===== config.mk =====
export PLATFORM = sky130hd
export DESIGN_NAME = uc_sequenciador
export DESIGN_NICKNAME = d
export VERILOG_FILES = /design/src/rtl/uc_pkg.sv /design/src/rtl/uc_depth_counter.sv /design/src/rtl/uc_sequenciador.sv
export SDC_FILE = /design/constraint.sdc
export NUM_CORES = 1
export LEC_CHECK = 0
export ABC_AREA = 1
export CORE_MARGIN = 2
export CORE_UTILIZATION = 40
export CTS_BUF_LIST = sky130_fd_sc_hd__clkbuf_16
export CTS_CLUSTER_SIZE = 30
export DETAILED_ROUTE_END_ITERATION = 6
export PLACE_DENSITY = 0.7
export SYNTH_ARGS = -nofsm -noshare
export SYNTH_HDL_FRONTEND = slang
export SYNTH_SLANG_ARGS = --single-unit

===== constraint.sdc =====
create_clock -name clk -period 6.8 [get_ports clk]
set_clock_uncertainty 0.05 [all_clocks]
set_input_delay 1.36 -clock clk [delete_from_list [all_inputs] [get_ports clk]]
set_output_delay 1.36 -clock clk [all_outputs]
set_load 0.03 [all_outputs]

===== src/rtl/uc_pkg.sv =====
// Opcodes, FSM state encoding and opcode-class helpers
// shared by the stack/ULA sequencer and its bench.
package uc_pkg;

  localparam int UC_OP_W = 5;

  localparam logic [UC_OP_W-1:0] OP_NOP   = 5'h00;
  localparam logic [UC_OP_W-1:0] OP_PUSH  = 5'h01;
  localparam logic [UC_OP_W-1:0] OP_POP   = 5'h02;
  localparam logic [UC_OP_W-1:0] OP_ADD   = 5'h03;
  localparam logic [UC_OP_W-1:0] OP_SUB   = 5'h04;
  localparam logic [UC_OP_W-1:0] OP_MUL   = 5'h05;
  localparam logic [UC_OP_W-1:0] OP_DIV   = 5'h06;
  localparam logic [UC_OP_W-1:0] OP_AND   = 5'h07;
  localparam logic [UC_OP_W-1:0] OP_NAND  = 5'h08;
  localparam logic [UC_OP_W-1:0] OP_OR    = 5'h09;
  localparam logic [UC_OP_W-1:0] OP_XOR   = 5'h0A;
  localparam logic [UC_OP_W-1:0] OP_CMP   = 5'h0B;
  localparam logic [UC_OP_W-1:0] OP_NOT   = 5'h0C;
  localparam logic [UC_OP_W-1:0] OP_IF_EQ = 5'h0D;
  localparam logic [UC_OP_W-1:0] OP_IF_GT = 5'h0E;
  localparam logic [UC_OP_W-1:0] OP_IF_LT = 5'h0F;
  localparam logic [UC_OP_W-1:0] OP_IF_GE = 5'h10;
  localparam logic [UC_OP_W-1:0] OP_IF_LE = 5'h11;

  typedef enum logic [2:0] {
    S_IDLE,
    S_PUSH,
    S_POP,
    S_LD_T2,
    S_LD_T1,
    S_EXEC,
    S_WB,
    S_DONE
  } state_e;

  function automatic logic is_binary(
    input logic [UC_OP_W-1:0] op
  );
    return (op >= OP_ADD) && (op <= OP_CMP);
  endfunction

  function automatic logic is_cmp(
    input logic [UC_OP_W-1:0] op
  );
    return (op >= OP_IF_EQ) && (op <= OP_IF_LE);
  endfunction

  function automatic logic is_legal(
    input logic [UC_OP_W-1:0] op
  );
    return op <= OP_IF_LE;
  endfunction

endpackage


===== src/rtl/uc_depth_counter.sv =====
// Saturating stack-occupancy counter (0..STACK_DEPTH).
// Ports: up (+1), dn (0/1/2 down), depth, full/has1/has2.
module uc_depth_counter #(
  parameter int STACK_DEPTH = 16,
  parameter int DW = $clog2(STACK_DEPTH + 1)
) (
  input  logic          clk,
  input  logic          reset,
  input  logic          up,
  input  logic [1:0]    dn,
  output logic [DW-1:0] depth,
  output logic          full,
  output logic          has1,
  output logic          has2
);

  localparam logic [DW-1:0] MAX = DW'(STACK_DEPTH);

  logic [DW-1:0] depth_q;
  logic [DW-1:0] depth_d;
  logic [DW-1:0] dn_w;

  assign dn_w = DW'(dn);

  always_comb begin
    depth_d = depth_q;
    if (up) begin
      if (depth_q != MAX)
        depth_d = depth_q + DW'(1);
    end else if (dn != 2'd0) begin
      if (depth_q >= dn_w)
        depth_d = depth_q - dn_w;
      else
        depth_d = '0;
    end
  end

  always_ff @(posedge clk or posedge reset) begin
    if (reset) depth_q <= '0;
    else       depth_q <= depth_d;
  end

  assign depth = depth_q;
  assign full  = (depth_q == MAX);
  assign has1  = (depth_q >= DW'(1));
  assign has2  = (depth_q >= DW'(2));

endmodule


===== src/rtl/uc_sequenciador.sv =====
// Control unit sequencing the stack/temp/ULA datapath.
// Ports: instr_* handshake in, datapath strobes/status out.
module uc_sequenciador
  import uc_pkg::*;
#(
  parameter int DATA_W      = 16,
  parameter int OP_W        = 5,
  parameter int STACK_DEPTH = 16,
  parameter int DEPTH_W     = $clog2(STACK_DEPTH + 1)
) (
  input  logic               clk,
  input  logic               reset,
  input  logic               instr_valid,
  input  logic [OP_W-1:0]    instr_op,
  input  logic [DATA_W-1:0]  instr_imm,
  output logic               instr_ready,
  input  logic               flag_ula,
  output logic               wren,
  output logic               controle_pilha,
  output logic               clk_pilha,
  output logic               clk_temp1,
  output logic               clk_temp2,
  output logic               load_temp1,
  output logic               load_temp2,
  output logic [DATA_W-1:0]  din_UC,
  output logic [OP_W-1:0]    opcode,
  output logic               busy,
  output logic               done,
  output logic               err,
  output logic               cond_true,
  output logic [DEPTH_W-1:0] depth
);

  state_e state_q, state_d;

  logic [OP_W-1:0]   op_q, op_d;
  logic [DATA_W-1:0] imm_q, imm_d;
  logic              cond_q, cond_d;
  logic              err_q, err_d;
  logic              ready_q, ready_d;
  logic              busy_q, busy_d;
  logic              done_q, done_d;
  logic              wren_q, wren_d;
  logic              ctl_q, ctl_d;
  logic              pil_q, pil_d;
  logic              t1_q, t1_d;
  logic              t2_q, t2_d;

  logic       full, has1, has2;
  logic       accept, fault;
  logic       cnt_up, upd;
  logic [1:0] cnt_dn;

  uc_depth_counter #(
    .STACK_DEPTH (STACK_DEPTH),
    .DW          (DEPTH_W)
  ) u_depth (
    .clk   (clk),
    .reset (reset),
    .up    (cnt_up),
    .dn    (cnt_dn),
    .depth (depth),
    .full  (full),
    .has1  (has1),
    .has2  (has2)
  );

  // ready_q is the registered image of IDLE, so it
  // gates acceptance directly.
  assign accept = instr_valid && ready_q;

  always_comb begin
    fault = !is_legal(instr_op)
      || ((instr_op == OP_PUSH) && full)
      || (((instr_op == OP_POP)
        || (instr_op == OP_NOT)) && !has1)
      || ((is_binary(instr_op)
        || is_cmp(instr_op)) && !has2);
  end

  always_comb begin
    state_d = state_q;
    op_d    = op_q;
    imm_d   = imm_q;
    cond_d  = cond_q;
    err_d   = 1'b0;
    unique case (state_q)
      S_IDLE: begin
        if (accept) begin
          op_d  = instr_op;
          imm_d = instr_imm;
          if (fault) begin
            state_d = S_DONE;
            err_d   = 1'b1;
          end else begin
            unique case (1'b1)
              (instr_op == OP_PUSH): state_d = S_PUSH;
              (instr_op == OP_POP):  state_d = S_POP;
              (instr_op == OP_NOT):  state_d = S_LD_T1;
              (is_binary(instr_op)
                || is_cmp(instr_op)): state_d = S_LD_T2;
              default:               state_d = S_DONE;
            endcase
          end
        end
      end
      S_PUSH:  state_d = S_DONE;
      S_POP:   state_d = S_DONE;
      S_LD_T2: state_d = S_LD_T1;
      S_LD_T1: state_d = S_EXEC;
      S_EXEC: begin
        if (is_cmp(op_q)) begin
          cond_d  = flag_ula;
          state_d = S_DONE;
        end else begin
          state_d = S_WB;
        end
      end
      S_WB:    state_d = S_DONE;
      S_DONE:  state_d = S_IDLE;
    endcase
  end

  // Depth moves on the edge into DONE so it is
  // already current while done is high. Entries
  // straight from IDLE are NOP or faults: no change.
  always_comb begin
    upd    = (state_d == S_DONE) && (state_q != S_IDLE);
    cnt_up = upd && (op_q == OP_PUSH);
    cnt_dn = 2'd0;
    if (upd) begin
      unique case (1'b1)
        (op_q == OP_POP):  cnt_dn = 2'd1;
        is_binary(op_q):   cnt_dn = 2'd1;
        is_cmp(op_q):      cnt_dn = 2'd2;
        default:           cnt_dn = 2'd0;
      endcase
    end
  end

  // Outputs decoded from the next state and registered,
  // so each strobe lines up with its state cycle.
  always_comb begin
    ready_d = (state_d == S_IDLE);
    busy_d  = (state_d != S_IDLE);
    done_d  = (state_d == S_DONE);
    wren_d  = 1'b0;
    ctl_d   = 1'b0;
    pil_d   = 1'b0;
    t1_d    = 1'b0;
    t2_d    = 1'b0;
    unique case (state_d)
      S_PUSH: begin
        wren_d = 1'b1;
        pil_d  = 1'b1;
      end
      S_POP:   pil_d = 1'b1;
      S_LD_T2: begin
        pil_d = 1'b1;
        t2_d  = 1'b1;
      end
      S_LD_T1: begin
        pil_d = 1'b1;
        t1_d  = 1'b1;
      end
      S_WB: begin
        wren_d = 1'b1;
        ctl_d  = 1'b1;
        pil_d  = 1'b1;
      end
      default: ;
    endcase
  end

  always_ff @(posedge clk or posedge reset) begin
    if (reset) begin
      state_q <= S_IDLE;
      op_q    <= '0;
      imm_q   <= '0;
      cond_q  <= 1'b0;
      err_q   <= 1'b0;
      ready_q <= 1'b0;
      busy_q  <= 1'b0;
      done_q  <= 1'b0;
      wren_q  <= 1'b0;
      ctl_q   <= 1'b0;
      pil_q   <= 1'b0;
      t1_q    <= 1'b0;
      t2_q    <= 1'b0;
    end else begin
      state_q <= state_d;
      op_q    <= op_d;
      imm_q   <= imm_d;
      cond_q  <= cond_d;
      err_q   <= err_d;
      ready_q <= ready_d;
      busy_q  <= busy_d;
      done_q  <= done_d;
      wren_q  <= wren_d;
      ctl_q   <= ctl_d;
      pil_q   <= pil_d;
      t1_q    <= t1_d;
      t2_q    <= t2_d;
    end
  end

  assign instr_ready    = ready_q;
  assign busy           = busy_q;
  assign done           = done_q;
  assign err            = err_q;
  assign cond_true      = cond_q;
  assign wren           = wren_q;
  assign controle_pilha = ctl_q;
  assign clk_pilha      = pil_q;
  assign clk_temp1      = t1_q;
  assign clk_temp2      = t2_q;
  assign load_temp1     = t1_q;
  assign load_temp2     = t2_q;
  assign din_UC         = imm_q;
  assign opcode         = op_q;

endmodule

==> metrics.yaml, run 1 <==
synthesis:
  syn_inst: 267
  syn_nets: 298
  yosysSeqAreaShare_pct: 46.48
  syn_avg_cell_area_um2: 7.863
  synth_seq_cells: 39
  synth_area_um2: 2100
  yosys_warnings: 0
  synth_cell_types: 32
clock_tree:
  ctsLongestPathBuffers: 2
  numCtsBuffers: 5
  clock_sinks: 39
  hold_buffers: 0
  cts_tree: "yes"
  cts_resized: 0
  cts-root-buf: "clkbuf_16"
  clkSlewWorstSetupHoldPaths_ns: 0.06
  clock_latency_ns: 0.28
  post_cts_buffers: 0
  htree_levels: 2
placed_design:
  place_ws_ns: 2.097
  routabilityCongestion: 0.8648
  io_buffers: 62
  hpwlAfterDp_um: 3378
critical_path:
  crit_top_cell: "nand2_1"
  cp.arrival_ns: 4.53
  cp.required_ns: 6.95
  cp-start-kind: "input port"
  slowest_stage: "clkdlybuf4s50_1"
  path_cells: "clkdlybuf4s50_1 -> nand3_2 -> inv_2 -> nand2_2 -> nand2_4 -> nand2_4 -> nor3_1 -> nand2_1 -> ha_1 -> nand2_1 -> nor2_1 -> nand2_1 -> a21oi_4 -> nand2_1 -> a21oi_1"
  critPathKind: "input port to register"
  worstSetupStartpoint: "instr_valid"
  crit_buf_inv: 2
  cp_max_fo: 26
  crit_path_end_kind: "register"
  r2r-start: "state_q[1]"
  slowest_delay_ns: 0.48
  crit_family: "simple AND/OR/NAND/NOR gates"
power:
  p_leak_nw: 1.452
  ir_worst_vdd_uv: 223.2
  power.density_nw_per_um2: 487.3
  p_total_mw: 1.430
detailed_routing:
  drtIter0Drc: 85
  vias: 1882
  ant_nets: 0
  vias_per_cell: 4.705
  route.detailed.drc: 0
  wl_per_cell_um: 11.84
  totalWireLength_um: 4736
  dr.pass1.iters: 4
global_routing:
  antenna_found_initial: 0
  grt_pass1_wl_um: 8625
  grt_pass1_vias: 1972
  grt_usage_pct: 17.99
  grt_max_degree: 40
  globalRouteOverflowTotal: 0
cells_and_area:
  final_nets: 360
  syn_to_final_growth_pct: 39.75
  regArea_um2: 975.9
  antenna_cells: 0
  multi_input_area_um2: 964.7
  layout-drive-gt1-share_pct: 8.182
  n_fill_cell: 489
  post-route-util_pct: 57.82
floorplanning:
  core_um2: 5075
  die_h_um: 76.45
  ios: 63
  die-area_um2: 5845
  initial_core_util_pct: 41.37
  die_w_um: 76.45
  std_cell_rows: 26
sta:
  rsz0062_at_grt: "false"
  setup_violations: 0
  worstMarginPinSlew_ns: 0.5028
  max_slew_margin_pct: 66.44
  setup_tns_ns: 0
  fin_crit_ns: 4.380
  final_hold_viol_count: 0
  post-route-period-util_pct: 64.41
  drv_slew: 0
  clock.fmax_ghz: 0.2283
  layout_setup_ws_ns: 2.420
worst_hold_path:
  min_from: "din_UC[5]"
  hold_path_class: "register to register"
job:
  drv_cap: 0
status:
  status: "finished clean"
==> layout make-up <==
class	instances	share of cell area, %
flip-flops and latches	39	33.26
multi-input cells	191	32.88
repair buffers	63	21.41
clock buffers	5	4.264
inverters	29	3.710
well taps	70	2.985
clock inverters	3	1.493
==> registers in the layout, indices dropped and copies added (netlist names), 3 cells and up <==
signal and count:
din_UC 16, state_q 3, u_depth.depth 5, opcode 5
==> cells in the mapped netlist (all sizes together) <==
cell type  count  share of area [%]
nand2         99                 19
dfrtp         39                 46
nor2          33                6.9
inv           29                5.2
a21oi         14                4.4
nand3         11                2.9
o21ai          8                1.9
a22oi          5                1.8
buf            5                1.8
ha             5                3.0
clkbuf         3               0.54
nor3           3               0.71
xor2           3                1.3
nand4          2               0.89
xnor2          2               0.83
a211oi         1               0.36
a31oi          1               0.30
and3           1               0.30
fa             1               0.95
nor3b          1               0.36
or2            1               0.30
==> logic make-up after synthesis <==
kind of cell | share of synthesized area (%)
buffers and inverters | 7.568
flip-flops | 46.48
AND/OR/NAND/NOR | 31.17
adder cells (fa/ha/maj) | 3.933
XOR/XNOR | 2.086
AO/OA/AOI/OAI | 8.761
==> report_power, final <==
group | switching (mW) | internal, mW | leakage [nW]
combinational | 0.449 | 0.299 | 0.890
clock | 0.0941 | 0.173 | 0.0838
sequential | 0.0854 | 0.330 | 0.479
==> tightest hold or removal path: stages (launching register included) <==
cell and delay (ns):
dfrtp_1 0.34, nand2_1 0.05, nand2_1 0.05
==> metrics by stage <==
stage,cells,instance area [um2],hold WS (ns)
finish,400,2934,0.4251
global route,400,2934,0.4521
CTS,400,2934,0.4312
detailed placement,392,2765,0.4147
global placement,392,2765,0.4169
floorplan,267,2100,0.5420
==> path summary, 6_finish.rpt <==
path | endpoint | slack [ns] | cells after the start
worst max register to register | u_depth.depth[4] | 3.24 | 17
worst min-delay path | din_UC[5] | 0.43 | 2
max in group asynchronous | u_depth.depth[4] | 4.93 | 3
worst min register to register | din_UC[5] | 0.43 | 2
worst max-delay path | u_depth.depth[4] | 2.42 | 15
min in group asynchronous | din_UC[8] | 1.44 | 3
==> cells in the final DEF, fill, tap and decap left out, drive strengths merged, types with 3 or more instances in the layout <==
cell,netlist,layout
xor2,3,3
a22oi,5,5
clkbuf,3,5
nand2,99,99
nor3,3,3
ha,5,5
a21oi,14,14
dfrtp,39,39
nor2,33,33
nand3,11,11
inv,29,29
o21ai,8,8
clkdlybuf4s50,0,62
==> per-layer routing <==
metal  share of wire (%)  vias to the layer above  track usage [%]
met3                 8.5                        6            6.161
met4                 1.4                        0            6.545
met5                   0                        -                0
li1                    -                      957                -
met2                  45                       67            30.27
met1                  45                      852            21.34
No activity file was read; power rests on OpenSTA's default activity.
==> run 2, diff against run 1 <==
--- a/config.mk
+++ b/config.mk
@@ -11,7 +11,7 @@
 export CTS_BUF_LIST = sky130_fd_sc_hd__clkbuf_16
 export CTS_CLUSTER_SIZE = 30
 export DETAILED_ROUTE_END_ITERATION = 6
-export PLACE_DENSITY = 0.7
+export PLACE_DENSITY = 0.72
 export SYNTH_ARGS = -nofsm -noshare
 export SYNTH_HDL_FRONTEND = slang
 export SYNTH_SLANG_ARGS = --single-unit
==> constraint.sdc (replaced) <==
create_clock -name clk -period 3.75 [get_ports clk]
set_clock_uncertainty 0.05 [all_clocks]
set_input_delay 0.75 -clock clk [delete_from_list [all_inputs] [get_ports clk]]
set_output_delay 0.75 -clock clk [all_outputs]
set_load 0.03 [all_outputs]
==> metrics.yaml, run 2 (synthesized netlist as in run 1, its figures left out) <==
status:
  status: "finished clean"
cells_and_area:
  final_nets: 365  # +1.4%
  fin_cells: 405  # +1.3%
  layout-drive-gt1-share_pct: 9.851  # +1.7 points
  fin_area_um2: 2957  # +0.77%
  multi_input_area_um2: 969.7  # +0.52%
  layout_common_cells: "nand2_1, clkdlybuf4s50_1, dfrtp_1"
  post-route-util_pct: 58.26  # +0.44 points
  antenna_cells: 0  # unchanged
  largest_register_ffs: 16  # unchanged
  syn_to_final_growth_pct: 40.82
  regArea_um2: 975.9  # unchanged
  n_fill_cell: 508  # +3.9%
  layout_commonest_cell: "nand2_1"
floorplanning:
  std_cell_rows: 26  # unchanged
  die_h_um: 76.45  # unchanged
  die_w_um: 76.45  # unchanged
  ios: 63  # unchanged
  initial_core_util_pct: 41.37  # unchanged
  die-area_um2: 5845  # unchanged
  core_um2: 5075  # unchanged
clock_tree:
  post_cts_buffers: 0  # unchanged
  cts-root-buf: "clkbuf_16"
  clkSlewWorstSetupHoldPaths_ns: 0.06  # about the same
  clock_latency_ns: 0.28  # about the same
  numCtsBuffers: 5  # unchanged
  clock_sinks: 39  # unchanged
  cts_tree: "yes"
  htree_levels: 2  # unchanged
  ctsLongestPathBuffers: 2  # unchanged
critical_path:
  r2r_cells: 18  # +1
  cp_max_fo: 5  # -81%
  r2r-start: "u_depth.depth[0]"
  crit_path_end_kind: "register"
  critPathKind: "input port to register"
  crit_top_cell: "nand2_1"
  crit_family: "simple AND/OR/NAND/NOR gates"
  path_cells: "clkdlybuf4s50_1 -> nor2_2 -> nand3_1 -> nand2_1 -> nand2_1 -> nand2_1 -> nor2_2 -> inv_1 -> nand2_2 -> nand2_4 -> nand2_4 -> nor3_2 -> nand2_1 -> fa_1 -> nor3_1 -> xor2_1 -> nand2_1 -> a21oi_1"
  worstSetupStartpoint: "instr_op[2]"
  path_depth: 18  # +3
  r2r_setup_slack_ns: 0.71  # -2.53 ns
  slowest_delay_ns: 0.45  # -0.03 ns
  cp.arrival_ns: 3.56  # -0.97 ns
  crit_buf_inv: 2  # unchanged
  cp-start-kind: "input port"
  r2r-end: "u_depth.depth[4]"
  crit_path_end: "u_depth.depth[4]"
  cp.required_ns: 3.91  # -3.04 ns
  slowest_stage: "clkdlybuf4s50_1"
power:
  p_int_mw: 1.417  # +77%
  combPwrFrac_pct: 54.6  # +2.3 points
  p_sw_mw: 1.166  # +86%
  clock_power_share_pct: 16.6  # -2.1 points
  swShare_pct: 45.14  # +1.2 points
  p_leak_nw: 1.461  # +0.64%
  ir_worst_vdd_uv: 415.8  # +86%
  pwr-share-seq_pct: 28.9  # -0.2 points
  power.density_nw_per_um2: 873.4  # +79%
sta:
  drv_slew: 0  # unchanged
  post-route-period-util_pct: 90.76
  final_hold_viol_count: 0  # unchanged
  rsz0062_at_grt: "false"
  setup_violations: 0  # unchanged
  hold_ws_ns: 0.4320  # +0.006845 ns
  clock.fmax_ghz: 0.2938
  layout_setup_ws_ns: 0.3466  # -2.074 ns
  worstMarginPinSlew_ns: 0.4851  # -0.01774 ns
  fin_crit_ns: 3.403
  max_slew_margin_pct: 67.66  # +1.2 points
placed_design:
  io_buffers: 62  # unchanged
  hpwlAfterDp_um: 3588  # +6.2%
  routabilityCongestion: 0.8380  # -3.1%
  place_area_um2: 2803  # +1.4%
  dp_cells: 397  # +1.3%
  place_ws_ns: -0.04871  # -2.146 ns
detailed_routing:
  route.detailed.drc: 0  # unchanged
  totalWireLength_um: 4863  # +2.7%
  vias: 1951  # +3.7%
  vias_per_cell: 4.817  # +2.4%
  wl_per_cell_um: 12.01  # +1.4%
  ant_nets: 0  # unchanged
  dr.pass1.iters: 5  # +1
  drtIter0Drc: 87  # +2.4%
job:
  drv_cap: 0  # unchanged
global_routing:
  globalRouteOverflowTotal: 0  # unchanged
  grt_pass1_vias: 1894  # -4.0%
  grt_usage_pct: 18.15  # +0.16 points
  antenna_found_initial: 0  # unchanged
  grt_max_degree: 40  # unchanged
  grt_pass1_wl_um: 8597  # -0.32%
worst_hold_path:
  worstHoldPathCells: 2  # unchanged
  hold_path_class: "register to register"
## run 2: cell types whose count changed in the layout (fill, tap and decap cells not counted)
cell	previous run	this run
nor3_1	3	2
nor3_2	0	1
clkinvlp_4	0	2
bufinv_16	1	0
clkinv_2	1	0
inv_6	0	1
buf_4	1	6
clkinv_4	1	0
## run 2: area by class of cell
type                            instances  area share, %
Clock buffer                            5          4.232
Clock inverter                          3         0.8041
Tap cell                               70          2.962
Timing Repair Buffer                   68          22.51
Inverter                               29          3.682
Multi-Input combinational cell        191          32.80
Sequential cell                        39          33.01
## run 2: worst min path at each step
stage	from	to	slack (ns)
finish	din_UC[3]	din_UC[3]	0.43
global placement	din_UC[11]	din_UC[11]	0.41
global route	din_UC[6]	din_UC[6]	0.46
floorplan	state_q[1]	cond_true	0.54
detailed placement	din_UC[0]	din_UC[0]	0.42
CTS	din_UC[12]	din_UC[12]	0.44
## run 2: tightest hold or removal path, delay by kind of cell, from the launching register on
family           cells  cell delay (ns)
and+or+nand+nor      2             0.11
DFF                  1             0.34
## run 2: stage by stage
stage | total power, mW | TNS [ns]
floorplan | 1.639 | 0
global placement | 2.129 | 0
detailed placement | 2.148 | -0.04871
CTS | 2.596 | 0
global route | 2.781 | 0
finish | 2.582 | 0
## run 2: per-layer routing
metal | vias up | wire length, um | track usage, %
met1 | 899 | 2073 | 22.81
met2 | 81 | 2326 | 30.00
met4 | 0 | 63 | 5.455
li1 | 965 | - | -
met5 | - | 0 | 0
met3 | 6 | 399 | 5.687
## run 2: repair_timing
item                                   4_1_cts  5_1_grt
hold buffers                                 0        0
resized for setup                            0        1
setup endpoints to repair                    0        1
endpoints found under the hold margin        0        0
## run 2: power by group through the flow
stage | clock network, mW | logic, mW | registers (mW)
after floorplan | 0 | 0.599 | 1.04
after global placement | 0 | 1.38 | 0.746
after detailed placement | 0 | 1.40 | 0.749
after CTS | 0.438 | 1.41 | 0.747
after global routing | 0.455 | 1.55 | 0.777
final | 0.428 | 1.41 | 0.745
